==> config.mk <==
export PLATFORM = sky130hd
export DESIGN_NAME = shift_receiver_16
export DESIGN_NICKNAME = d
export VERILOG_FILES = /design/src/rtl/shift_receiver_16.sv
export SDC_FILE = /design/constraint.sdc
export NUM_CORES = 1
export LEC_CHECK = 0
export ABC_AREA = 0
export BUFFER_PORTS_ARGS = -buffer_cell sky130_fd_sc_hd__clkbuf_2
export CAP_MARGIN = 20
export CORE_MARGIN = 4
export CORE_UTILIZATION = 57
export CTS_CLUSTER_DIAMETER = 30
export CTS_CLUSTER_SIZE = 12
export DETAILED_ROUTE_END_ITERATION = 8
export MAX_ROUTING_LAYER = met4
export PLACE_DENSITY = 0.79
export SYNTH_ARGS = -nofsm -noshare
export SYNTH_HDL_FRONTEND = slang
export SYNTH_SLANG_ARGS = --single-unit
==> constraint.sdc <==
create_clock -name clock -period 2.48 [get_ports clock]
set_clock_uncertainty 0.2 [all_clocks]
set_input_delay 0.496 -clock clock [delete_from_list [all_inputs] [get_ports clock]]
set_output_delay 0.496 -clock clock [all_outputs]
set_load 0.02 [all_outputs]
==> src/rtl/shift_receiver_16.sv <==
// rtl/shift_receiver_16.sv - serial word deserializer with high/low run-length measurement
module shift_receiver_16 #(
   parameter int CNT_W = 5
) (
   input  logic             clock,
   input  logic             reset_n,
   input  logic             clear,
   input  logic             enable,
   input  logic             serial_in,
   output logic [15:0]      data_out,
   output logic             data_valid,
   output logic [CNT_W-1:0] pulse_len,
   output logic [CNT_W-1:0] gap_len,
   output logic             meas_valid,
   output logic             sat
);

   typedef enum logic [1:0] {
      IDLE = 2'd0,
      HIGH = 2'd1,
      LOW  = 2'd2
   } state_t;

   localparam logic [CNT_W-1:0] CNT_ONE = CNT_W'(1);
   localparam logic [CNT_W-1:0] CNT_MAX = '1;

   logic [15:0]      shreg;
   logic [3:0]       bit_cnt;

   state_t           state_q, state_d;
   logic [CNT_W-1:0] high_cnt, high_d;
   logic [CNT_W-1:0] low_cnt, low_d;
   logic [CNT_W-1:0] pulse_d, gap_d;
   logic             meas_d, sat_d;

   // Deserializer: shift MSB-first, publish the word on the 16th enabled sample.
   always_ff @(posedge clock or negedge reset_n) begin
      if (!reset_n) begin
         shreg      <= '0;
         bit_cnt    <= '0;
         data_out   <= '0;
         data_valid <= 1'b0;
      end else if (clear) begin
         shreg      <= '0;
         bit_cnt    <= '0;
         data_valid <= 1'b0;
      end else if (enable) begin
         shreg   <= {shreg[14:0], serial_in};
         bit_cnt <= bit_cnt + 4'd1;
         if (bit_cnt == 4'd15) begin
            data_out   <= {shreg[14:0], serial_in};
            data_valid <= 1'b1;
         end else begin
            data_valid <= 1'b0;
         end
      end else begin
         data_valid <= 1'b0;
      end
   end

   // Measurement FSM state, run counters and registered results.
   always_ff @(posedge clock or negedge reset_n) begin
      if (!reset_n) begin
         state_q    <= IDLE;
         high_cnt   <= '0;
         low_cnt    <= '0;
         pulse_len  <= '0;
         gap_len    <= '0;
         meas_valid <= 1'b0;
         sat        <= 1'b0;
      end else begin
         state_q    <= state_d;
         high_cnt   <= high_d;
         low_cnt    <= low_d;
         pulse_len  <= pulse_d;
         gap_len    <= gap_d;
         meas_valid <= meas_d;
         sat        <= sat_d;
      end
   end

   // Next-state logic: runs count in saturating counters; a low-to-high edge closes a measurement.
   always_comb begin
      state_d = state_q;
      high_d  = high_cnt;
      low_d   = low_cnt;
      pulse_d = pulse_len;
      gap_d   = gap_len;
      meas_d  = 1'b0;
      sat_d   = sat;
      if (clear) begin
         state_d = IDLE;
         high_d  = '0;
         low_d   = '0;
         sat_d   = 1'b0;
      end else if (enable) begin
         case (state_q)
            IDLE: begin
               if (serial_in) begin
                  state_d = HIGH;
                  high_d  = CNT_ONE;
               end
            end
            HIGH: begin
               if (serial_in) begin
                  if (high_cnt == CNT_MAX) sat_d = 1'b1;
                  else                     high_d = high_cnt + CNT_ONE;
               end else begin
                  state_d = LOW;
                  low_d   = CNT_ONE;
               end
            end
            LOW: begin
               if (!serial_in) begin
                  if (low_cnt == CNT_MAX) sat_d = 1'b1;
                  else                    low_d = low_cnt + CNT_ONE;
               end else begin
                  pulse_d = high_cnt;
                  gap_d   = low_cnt;
                  meas_d  = 1'b1;
                  state_d = HIGH;
                  high_d  = CNT_ONE;
               end
            end
            default: state_d = IDLE;
         endcase
      end
   end

endmodule

==> results list, run 1 <==
- Yosys attributes the largest share of cell area to dfrtp_1 56%, mux2_2 11%, mux2i_1 7.1%.
- Once detail routing completed, the nets flagged for antenna violations numbered 0.
- The net count of the finished layout is 266.
- Num Clock Sinks: 60
* Crit path time final: 2270 ps
- Syn Area/Cell: between 10 and 15 µm²
* Largest net degree at the start of global routing: 38
- Number of max-cap violations: 0
- After floorplanning, the core was divided into 24 placement rows.
- Number of cells produced by synthesis: ~220
- Setup repair after global routing left no endpoint under its margin.
* Number of warnings reported in the yosys synthesis log: 0
* Clock transition time at the flip-flop clock pins of the worst setup and hold paths: 60 ps
- For this run, design rule violations remaining after detail routing come to 0.
- For the worst setup path, the data required time is 2530 ps.
* Worst Setup Path Type: reg -> reg
* Max-slew violation count: 0
* Chip Height: 76.4 µm
- Power density cells: between 600 and 700 mW/mm²
* Core Util, Final: 70.0%
* Period utilization: 91.3%
- Data arrives at the worst endpoint at 2310 ps.
- The critical path starts at low_cnt[0].
- The clock passes through at most 2 buffers.
- Vias per std cell: 5.49
- Global-route wire length before repair: 8300 µm
- The critical path ends at low_cnt[2].
* Post-route setup TNS: 0 ps
- Based on the critical path, the design can be clocked at up to approximately 440 MHz.
- The commonest cells after synthesis are 60 x dfrtp_1, 26 x mux2_2, 19 x mux2i_1, 19 x nor2_1, 10 x nand2b_1.
* CORE AREA: around 0.0044 mm²
- Before antenna repair, the detailed router went through 4 iterations.
- In the synthesized netlist the async set-or-reset flop fraction comes to 100%.
- The number of antenna diodes in the final layout is 0.
- Setup violations remaining at the end of the flow were counted as 0.
* Outcome: finished, final reports clean
- Total routed wirelength: 4640 µm
* Tightest slew margin relative to the limit: 60.4%
- At the end of routability-driven placement, the weighted congestion stood at between 0.8 and 0.9.
- Hold crit path type: reg -> reg
- Transition time at the pin with the least slew margin: 593 ps
- Compared with the post-synthesis result, the final layout area differs by 16.7%.
- TritonCTS clock tree: yes
- Buffers inserted during clock tree synthesis total 9.
- DP HPWL: around 3200 µm
* Critical path endpoint category: register
- Wirelength per Cell: 14.9 µm
- The number of antenna violations at the first check in global routing was 0.
* Post-synth top area share: 56.3%
- For this block, the initial DRC count from the detailed router was 140.
* Post-synth top flop: dfrtp_1
* Static Leak: 1.60 nW
* Die Span X: 76.4 µm
- Summing the sequential cell areas from Yosys gives 56.3% of the chip area.
- I/O Pins: 34
* Startpoint of the worst-slack reg-to-reg timing path: low_cnt[0]
- Cts repair resizes: 0
- Number of vias in the routed layout: 1,714
- GRT Util Overall: 18.9%
- Of all cell types, the one taking the most synthesized area is dfrtp_1.
* Number of synthesized flops with an enable pin: 0
* Maximum fanout encountered on the critical timing path: 5
* Number of synthesized register bits: 60
* Clk_lat worst skew: 340 ps
- The final hold violation count came to 0.
- After global routing the overflow that remains totals 0.
- Share of post-route cells with drive strength above 1: 31.5%
- The clock tree synthesis step divided the H-tree into 3 levels.
* Die Footprint: around 0.006 mm²
* Worst-case reg-to-reg path depth: 6
- In this run the tool buffered the top-level ports with 33 buffer cells.
- R2R setup slack: 210 ps
* Most instantiated library cell after synthesis: dfrtp_1
* Startpoint types: register
* Initial core utilization: between 50% and 60%
- The cell area that synthesis handed to floorplanning was 0.00267 mm².
- Via count of the first global-routing pass: 1,773
* Clk Tree Root Cell: clkbuf_8
* Worst reg2reg endpoint: low_cnt[2]
* Distinct cells, synth: 41
- Syn nets: ~230
- Across the VDD grid, the largest voltage drop is 508 µV.
[where the power goes]
part | total, mW | switching, mW | internal [mW]
Clock | 0.913 | 0.357 | 0.556
Combinational | 0.103 | 0.0632 | 0.0394
Sequential | 1.01 | 0.0143 | 0.992
[per-stage QoR]
| stage | hold WS [ps] | cells | power (mW) | setup slack, ps | cell area (µm²) |
|---|---|---|---|---|---|
| floorplan | 0.409 | 217 | 1.09 | 343 | 2670 |
| global placement | 279 | 296 | 1.13 | 285 | 2900 |
| detailed placement | 296 | 296 | 1.13 | 229 | 2900 |
| CTS | 307 | 312 | 2.05 | 206 | 3110 |
| global route | 325 | 312 | 2.12 | 95.9 | 3110 |
| finish | 305 | 312 | 2.02 | 215 | 3110 |
[logic make-up after synthesis]
| group | after synthesis | share of synthesized area [%] |
|---|---|---|
| xor gates and xnor gates | 3 | 0.986 |
| and+or+nand+nor | 63 | 13.5 |
| muxes | 46 | 18.5 |
| AOI/OAI and AO/OA | 22 | 5.35 |
| adders and majority gates | 5 | 2.35 |
| buffers and inverters | 18 | 3.00 |
| DFF | 60 | 56.3 |
[how the worst min path moves through the flow]
stage	startpoint	end	slack (ps)	depth (start not counted)
finish	gap_len[1]	gap_len[1]	310	1
global route	data_out[7]	data_out[7]	330	1
CTS	serial_in	state_q[0]	310	3
detailed placement	gap_len[1]	gap_len[1]	300	1
global placement	data_out[7]	data_out[7]	280	1
floorplan	reset_n	bit_cnt[0]	0.4	0
[flip-flops by register name, indices dropped and copies added, names as in the netlist, 2 cells and up]
register,count
data_out,16
pulse_len,5
high_cnt,5
low_cnt,5
bit_cnt,4
gap_len,5
shreg,15
state_q,2
[placed cells by master (no fill, tap or decap), types with 2 or more instances in the layout]
cell / netlist / routed
a21o_1: 3 / 3
a21oi_1: 7 / 7
and3_1: 3 / 3
buf_4: 1 / 5
bufinv_16: 0 / 2
clkbuf_2: 0 / 33
clkbuf_8: 0 / 9
clkinv_2: 0 / 2
dfrtp_1: 60 / 60
ha_1: 5 / 5
inv_1: 6 / 6
mux2_2: 26 / 26
mux2i_1: 19 / 19
nand2_1: 8 / 8
nand2b_1: 10 / 10
nand3_1: 2 / 2
nand3b_1: 3 / 3
nor2_1: 19 / 19
nor2b_1: 5 / 5
o21ai_0: 3 / 3
o22ai_1: 2 / 2
or3b_1: 3 / 3
xor2_1: 2 / 2
[layer usage]
layer | vias to the layer above | track usage (%) | wire length (µm)
met4 | 0 | 7.07 | 81
met2 | 36 | 28.9 | 2270
li1 | 836 | - | -
met5 | - | - | 0
met3 | 8 | 8.27 | 250
met1 | 834 | 22.2 | 2040
[final cells by class]
cell class	instances	area [µm²]
fillers	340	1330
flip-flops and latches	60	1500
multi-input cells	139	1080
inverters	6	22.5
well taps	52	65.1
clock inverters	5	77.6
repair buffers	40	233
clock buffers	10	128
[critical path, stage by stage (launching register included)]
cell     delay (ps)
dfrtp_1         410
ha_1            230
and3_1          190
ha_1            210
or3b_1          400
or4_1           400
a31oi_1         140
[timing repair]
| action | CTS | global route |
|---|---|---|
| endpoints found under the hold margin | 23 | 0 |
| setup buffers | 0 | 0 |
| hold buffers | 1 | 0 |
No activity file was read; power rests on OpenSTA's default activity.
==> run 2, diff against run 1 <==
--- a/config.mk
+++ b/config.mk
@@ -6,7 +6,7 @@
 export NUM_CORES = 1
 export LEC_CHECK = 0
 export ABC_AREA = 0
-export BUFFER_PORTS_ARGS = -buffer_cell sky130_fd_sc_hd__clkbuf_2
+export BUFFER_PORTS_ARGS = -buffer_cell sky130_fd_sc_hd__buf_2
 export CAP_MARGIN = 20
 export CORE_MARGIN = 4
 export CORE_UTILIZATION = 57
==> run 2 against run 1 <==
Sequential power hardly changed; clock-buffer cell count is 1 higher; first-iteration DRC count is 21% lower; routed wire length is 3.7% higher; sequential share of layout area hardly changed; register-to-register slack hardly changed; largest power group unchanged.
==> results list, run 2 (synthesis gave the netlist of run 1 again) <==
- Leaving out fill and tap cells, the most frequent cell in the layout is dfrtp_1.
- Number of buffers created by CTS: 9 (unchanged)
* Placed cell areas: 0.00289 mm² (-0.26%)
- Internal portion of total power: 1.62 mW (+1.9%)
- The placed wire-length estimate was 3170 µm (-1.0%).
- The max capacitance violation total came to 0 (unchanged).
- Number of buffers added for setup after CTS: 0 (unchanged)
- The critical path required time came to 2550 ps (+20 ps).
* Number of nets in the final layout: 265 (-0.38%)
- The flip-flop count of the largest register, all copies and words added was 16 (unchanged).
- Largest net degree at the start of global routing: 61 (+61%)
- Cts repair resizes: 0 (unchanged)
- Clk Tree Root Cell: clkbuf_8
- The tightest min-delay check is of the in -> reg type.
- The total overflow reported by the global router came to 0 (unchanged).
- The row count was 24 (unchanged).
- The instance count along the most critical hold path came to 3 (+2).
- The layout cell share with drive strength beyond 1 came to 31.3% (-0.26 points).
- TritonCTS built the clock tree.
* CTS Buffer Depth: 2 (unchanged)
- data_out holds more flip-flops than any other register.
- The overall via count from detail_route was 1,788 (+4.3%).
- The overall power after layout was 2.07 mW (+2.1%).
- The die extent in x came to 76.4 µm (unchanged).
* Antenna violations before repair: 0 (unchanged)
* Worst path bufs/invs: 0 (unchanged)
- Worst supply voltage drop on vdd: 442 µV (-13%)
* Crit path largest cell delay: 420 ps (about the same)
- Area grow syn2layout: 16.8% (about the same)
- Switching power summed over all nets: 447 µW (+2.9%)
- Die Footprint: 0.00584 mm² (unchanged)
- Residual DRC: 0 (unchanged)
- Global-route wire length before repair: 8470 µm (+2.0%)
* Detailed Route Iter0 Violations: 111 (-21%)
- Num Clock Sinks: 60 (unchanged)
- The critical path depth was 6 (unchanged).
* Startpoint types: register
* Worst-case reg-to-reg path depth: 6 (unchanged)
- Static Leak: 1.63 nW (+1.8%)
* Number of iterations in the first detailed-routing pass: 4 (unchanged)
* Wirelength per Cell: 15.5 µm (+4.0%)
* Seq pwr share: 48.7% (-1.1 points)
- Endpoints failing hold: 0 (unchanged)
* Clk_lat worst skew: 340 ps (about the same)
* Total routed wirelength: 4810 µm (+3.7%)
- Power density cells: 663 mW/mm² (+2.0%)
* Number of setup violations in the final report: 0 (unchanged)
- Initial core utilization: 60.0% (unchanged)
- The H-tree level count is 3 (unchanged).
* Cell occurring most often along the worst timing path: ha_1
* Post-detailed-route count of antenna-violating nets: 0 (unchanged)
* Largest registers: data_out x16, shreg x15
* Upper clock frequency limit: 443 MHz (+0.37%)
- The design area came to 0.00311 mm² (about the same).
* Clock network power share: 46.3% (+1.1 points)
- Outcome: finished, final reports clean
* I/O Pins: 34 (unchanged)
* N_diodes: 0 (unchanged)
- Walking the worst path, the cells encountered are ha_1 > and3_1 > ha_1 > or3b_1 > or4_1 > a31oi_1.
* Worst Setup Path Type: reg -> reg
* Via count of the first global-routing pass: 1,755 (-1.0%)
- The overall fraction of global-route tracks in use came to 18.9% (about the same).
- Slowest cell on the critical path: dfrtp_1
- Switching portion of total power: 21.6% (+0.16 points)
- Number of buffers inserted for hold repair after clock tree synthesis: 1 (unchanged)
- CP Data Arrival Time: 2320 ps (about the same)
* Maximum fanout encountered on the critical timing path: 4 (-1)
* Combinational cell fraction of total power: 5.0% (about the same)
* Chip Height: 76.4 µm (unchanged)
- The number of pins exceeding their max-slew limit in the final report came to 0 (unchanged).
- Clock transition time at the flip-flop clock pins of the worst setup and hold paths: 70 ps (about the same)
* Critical path endpoint category: register
- The worst hold margin came to 296 ps (-9.10 ps).
* Dominant delay contributor by cell family on the critical path: simple AND/OR/NAND/NOR gates
- The post-detailed-route via-to-cell ratio is 5.75 (+4.7%).
* Commonest non-fill, non-tap cells in the layout: 60 x dfrtp_1, 33 x buf_2, 26 x mux2_2
- The weighted congestion at the end of routability-driven global placement was 0.825 (-1.3%).
* Tightest slew margin relative to the limit: 69.6% (+9.1 points)
* Transition time at the pin with the least slew margin: 457 ps (-137 ps)
- The final setup TNS was 0 ps (unchanged).
* Period utilization: 91.0% (-0.34 points)
- The final critical-path required period is 2260 ps (-8.40 ps).
- The core box area is 0.00444 mm² (unchanged).
* # port buffers: 33 (unchanged)
* Unrepaired setup endpoints after global routing: no
[run 2: cell types whose count changed in the layout (fill, tap and decap cells not counted), sizes merged]
cell and change:
buf +32, clkbuf -32, clkinvlp -1
[run 2: layer usage]
layer	up-vias	GRT usage [%]	wire length, µm
met4	0	7.61	71
met1	900	23.7	2140
met2	36	28.7	2390
li1	840	-	-
met3	12	5.79	210
met5	-	-	0
[run 2: path summary, 6_finish.rpt]
path	start	to	slack, ps
hold / removal	serial_in	state_q[0]	300
hold reg to reg	pulse_len[2]	pulse_len[2]	300
max in group asynchronous	reset_n	state_q[0]	1320
setup / recovery	low_cnt[1]	low_cnt[2]	220
min in group asynchronous	reset_n	low_cnt[2]	490
setup reg to reg	low_cnt[1]	low_cnt[2]	220
[run 2: layout make-up]
type	instances	area [µm²]
sequential	60	1500
fill	333	1330
multi-input combinational	139	1080
timing repair buffer	39	225
clock buffer	11	141
clock inverter	4	73.8
tap	52	65.1
inverter	6	22.5
[run 2: power groups by stage]
| stage | sequential [mW] | clock, mW | combinational (mW) |
|---|---|---|---|
| after floorplan | 1.02 | 0 | 0.0624 |
| after global placement | 1.02 | 0 | 0.102 |
| after detailed placement | 1.02 | 0 | 0.104 |
| after CTS | 1.01 | 0.975 | 0.105 |
| after global routing | 1.01 | 1.02 | 0.116 |
| final | 1.01 | 0.956 | 0.103 |
[run 2: stage by stage]
stage,setup slack (ps),util (%),std cells
2_1_floorplan,343,-,217
3_3_place_gp,284,65.0,295
3_5_place_dp,238,65.0,295
4_1_cts,216,70.1,311
5_1_grt,93.7,70.1,311
6_report,223,70.1,311
[run 2: worst register-to-register path, delay by kind of cell (launching register included)]
kind / cells / cell delay, ps
compound gates: 1 / 130
simple gates: 3 / 980
flops: 1 / 420
fa+ha+maj: 2 / 450
==> run 3, diff against run 2 <==
--- a/config.mk
+++ b/config.mk
@@ -8,13 +8,15 @@
 export ABC_AREA = 0
 export BUFFER_PORTS_ARGS = -buffer_cell sky130_fd_sc_hd__buf_2
 export CAP_MARGIN = 20
+export CELL_PAD_IN_SITES_DETAIL_PLACEMENT = 0
+export CELL_PAD_IN_SITES_GLOBAL_PLACEMENT = 1
 export CORE_MARGIN = 4
-export CORE_UTILIZATION = 57
+export CORE_UTILIZATION = 46
 export CTS_CLUSTER_DIAMETER = 30
 export CTS_CLUSTER_SIZE = 12
 export DETAILED_ROUTE_END_ITERATION = 8
 export MAX_ROUTING_LAYER = met4
-export PLACE_DENSITY = 0.79
+export PLACE_DENSITY_LB_ADDON = 0.1
 export SYNTH_ARGS = -nofsm -noshare
 export SYNTH_HDL_FRONTEND = slang
 export SYNTH_SLANG_ARGS = --single-unit
==> run 3 against run 2 <==
Die area up 21%; register-to-register slack about the same; first-iteration DRC count down 54%; global-route usage down 3.3 points; core utilization down 14 points; routed wire length down 1.5%.
==> results list, run 3 (synthesis gave the netlist of run 1 again) <==
- Startpoint of the worst-slack reg-to-reg timing path: low_cnt[0]
* Routed length on met1: 2490 µm (+17%)
- Total routed wirelength: 4740 µm (-1.5%)
- The instance area at placement is 0.00294 mm² (+1.6%).
* Number of vias in the routed layout: 1,736 (-2.9%)
* Hold crit path type: reg -> reg
- The die extent in x is 84.1 µm (+10%).
- Length of routed met2 wiring: 2000 µm (-16%)
- The number of iterations in the first detailed-routing pass is 5 (+1).
- Area grow syn2layout: 17.6%
* Residual DRC: 0 (unchanged)
- Unrepaired setup endpoints after global routing: no
- Highest layer used for signal routing: met4
* Static Leak: 1.63 nW (+0.27%)
- The clock net sink count was 60 (unchanged).
- The critical path starts at low_cnt[0].
* Met3 Wirelength: 153 µm (-27%)
- Leaving out fill and tap cells, the most frequent cell in the layout is dfrtp_1.
- The placed wire-length estimate was 3190 µm (+0.75%).
* Worst supply voltage drop on vdd: 339 µV (-23%)
- The number of buffers added by the clock tree synthesis step is 9 (unchanged).
- Initial core utilization: 47.8% (-12 points)
* Post-route setup TNS: 0 ps (unchanged)
- The power share of the sequential group came to 51.4% (+2.7 points).
* CP Data Arrival Time: 2310 ps (about the same)
- Number of max-cap violations: 0 (unchanged)
- The post-detailed-route via-to-cell ratio is 5.21 (-9.3%).
- Internal portion of total power: 1.54 mW (-4.9%)
- The weighted congestion at the end of routability-driven global placement was 0.776 (-6.0%).
- The layout cell share with drive strength beyond 1 was 31.8% (+0.53 points).
- Crit path time final: 2260 ps (+7.02 ps)
- The final cycle utilization of the critical path is 91.3% (+0.28 points).
- Clock tree synthesis selected as its root buffer the cell clkbuf_8.
* CTS H-Tree Depth: 3 (unchanged)
- The count of port buffers added during placement is 33 (unchanged).
- The design area was 0.00314 mm² (+0.72%).
- GRT Util Overall: 15.6% (-3.3 points)
- Post-detailed-route count of antenna-violating nets: 0 (unchanged)
- The share of power burned in combinational logic came to 5.5% (+0.5 points).
- The net switching share of the total power came to 21.3% (-0.34 points).
- The total power divided by cell area is 624 mW/mm² (-6.0%).
- Detailed Route Iter0 Violations: 51 (-54%)
* Critical path endpoint category: register
- The die extent in y was 84.1 µm (+10%).
- The power share of the clock group was 43.1% (-3.2 points).
- Hold path start: data_out[7]
* Total chip power: 1.96 mW (-5.3%)
* Endpoints failing hold: 0 (unchanged)
- Commonest non-fill, non-tap cells in the layout: 60 x dfrtp_1, 33 x buf_2, 26 x mux2_2
* CTS Buffer Depth: 2 (unchanged)
- The net total in the final layout came to 268 (+1.1%).
- TritonCTS built the clock tree.
- Die Footprint: 0.00708 mm² (+21%)
- The critical path required time came to 2520 ps (-30 ps).
- Global-route wire length before repair: 8510 µm (+0.48%)
- The core box area was 0.00557 mm² (+25%).
- The top achievable clock speed came to 442 MHz (-0.31%).
- Maximum fanout encountered on the critical timing path: 5 (+1)
- Fin Hold WS: 284 ps (-11.8 ps)
* Core Util, Final: 56.3% (-14 points)
* Tightest slew margin relative to the limit: 75.9% (+6.3 points)
- The total overflow reported by the global router was 0 (unchanged).
- Worst Setup Path Type: reg -> reg
- The worst setup path is launched from a register.
- The maximum number of pins on one net before global-route repair is 61 (unchanged).
- Largest registers: data_out x16, shreg x15
- The transition time at the pin with the least slew margin was 352 ps (-104 ps).
- The row count is 27 (+13%).
* Wirelength per Cell: 14.2 µm (-8.0%)
- The clock latency on the worst-skew pair was 320 ps (-20 ps).
- Outcome: finished, final reports clean
- N_diodes: 0 (unchanged)
* Max-slew violation count: 0 (unchanged)
- The number of top-level pins is 34 (unchanged).
- Clock transition time at the flip-flop clock pins of the worst setup and hold paths: 60 ps (about the same)
- The via count of the first global-routing pass came to 1,764 (+0.51%).
- Ranked by flip-flop count, first place goes to data_out.
- Switching power summed over all nets: 417 µW (-6.7%)
- Number of setup violations in the final report: 0 (unchanged)
- Max FFs per register: 16 (unchanged)
- Antenna violations before repair: 0 (unchanged)
==> run 3: changes by cell type in the layout (fill, tap and decap cells not counted) <==
| cell | delta |
|---|---|
| buf_4 | +3 |
| bufinv_16 | -1 |
| clkbuf_8 | +1 |
| clkinv_4 | -1 |
==> run 3: final cells by class <==
class	count	area [µm²]
clock buffers	12	155
repair buffers	42	248
clock inverters	2	35.0
flip-flops and latches	60	1500
fillers	495	2440
well taps	72	90.1
inverters	6	22.5
multi-input cells	139	1080
==> run 3: metrics by stage <==
step	instances	setup WS, ps
after floorplan	217	343
after global placement	318	256
after detailed placement	318	235
after CTS	333	204
after global routing	333	59.8
final	333	216
==> run 3: critical path, cell delays in order, from the launching register on <==
cell     delay [ps]
dfrtp_1         410
ha_1            230
and3_1          190
ha_1            220
or3b_1          410
a21oi_1         310
mux2i_1         220
==> run 3: worst paths after layout <==
path / end / slack [ps] / cells after the start
max: low_cnt[1] / 220 / 6
min: data_out[7] / 280 / 1
max reg2reg: low_cnt[1] / 220 / 6
min reg2reg: data_out[7] / 280 / 1
max in group asynchronous: gap_len[1] / 1290 / 3
min in group asynchronous: shreg[1] / 510 / 3
==> run 3: metal layers <==
| metal | up-vias | global-route usage, % |
|---|---|---|
| li1 | 848 | - |
| met1 | 852 | 21.7 |
| met2 | 27 | 21.3 |
| met3 | 9 | 3.14 |
| met4 | 0 | 8.33 |
| met5 | - | - |
==> run 3: repair_timing <==
action                    CTS  global route
hold endpoints to repair   60             0
hold buffers                1             0
buffers inserted            0             0
gates resized for setup     0             0
==> run 3: power by group through the flow <==
stage / clock, mW / combinational [mW] / sequential [mW]
2_1_floorplan: 0 / 0.0624 / 1.02
3_3_place_gp: 0 / 0.110 / 1.02
3_5_place_dp: 0 / 0.110 / 1.02
4_1_cts: 0.878 / 0.111 / 1.00
5_1_grt: 0.929 / 0.121 / 1.01
6_report: 0.844 / 0.108 / 1.00
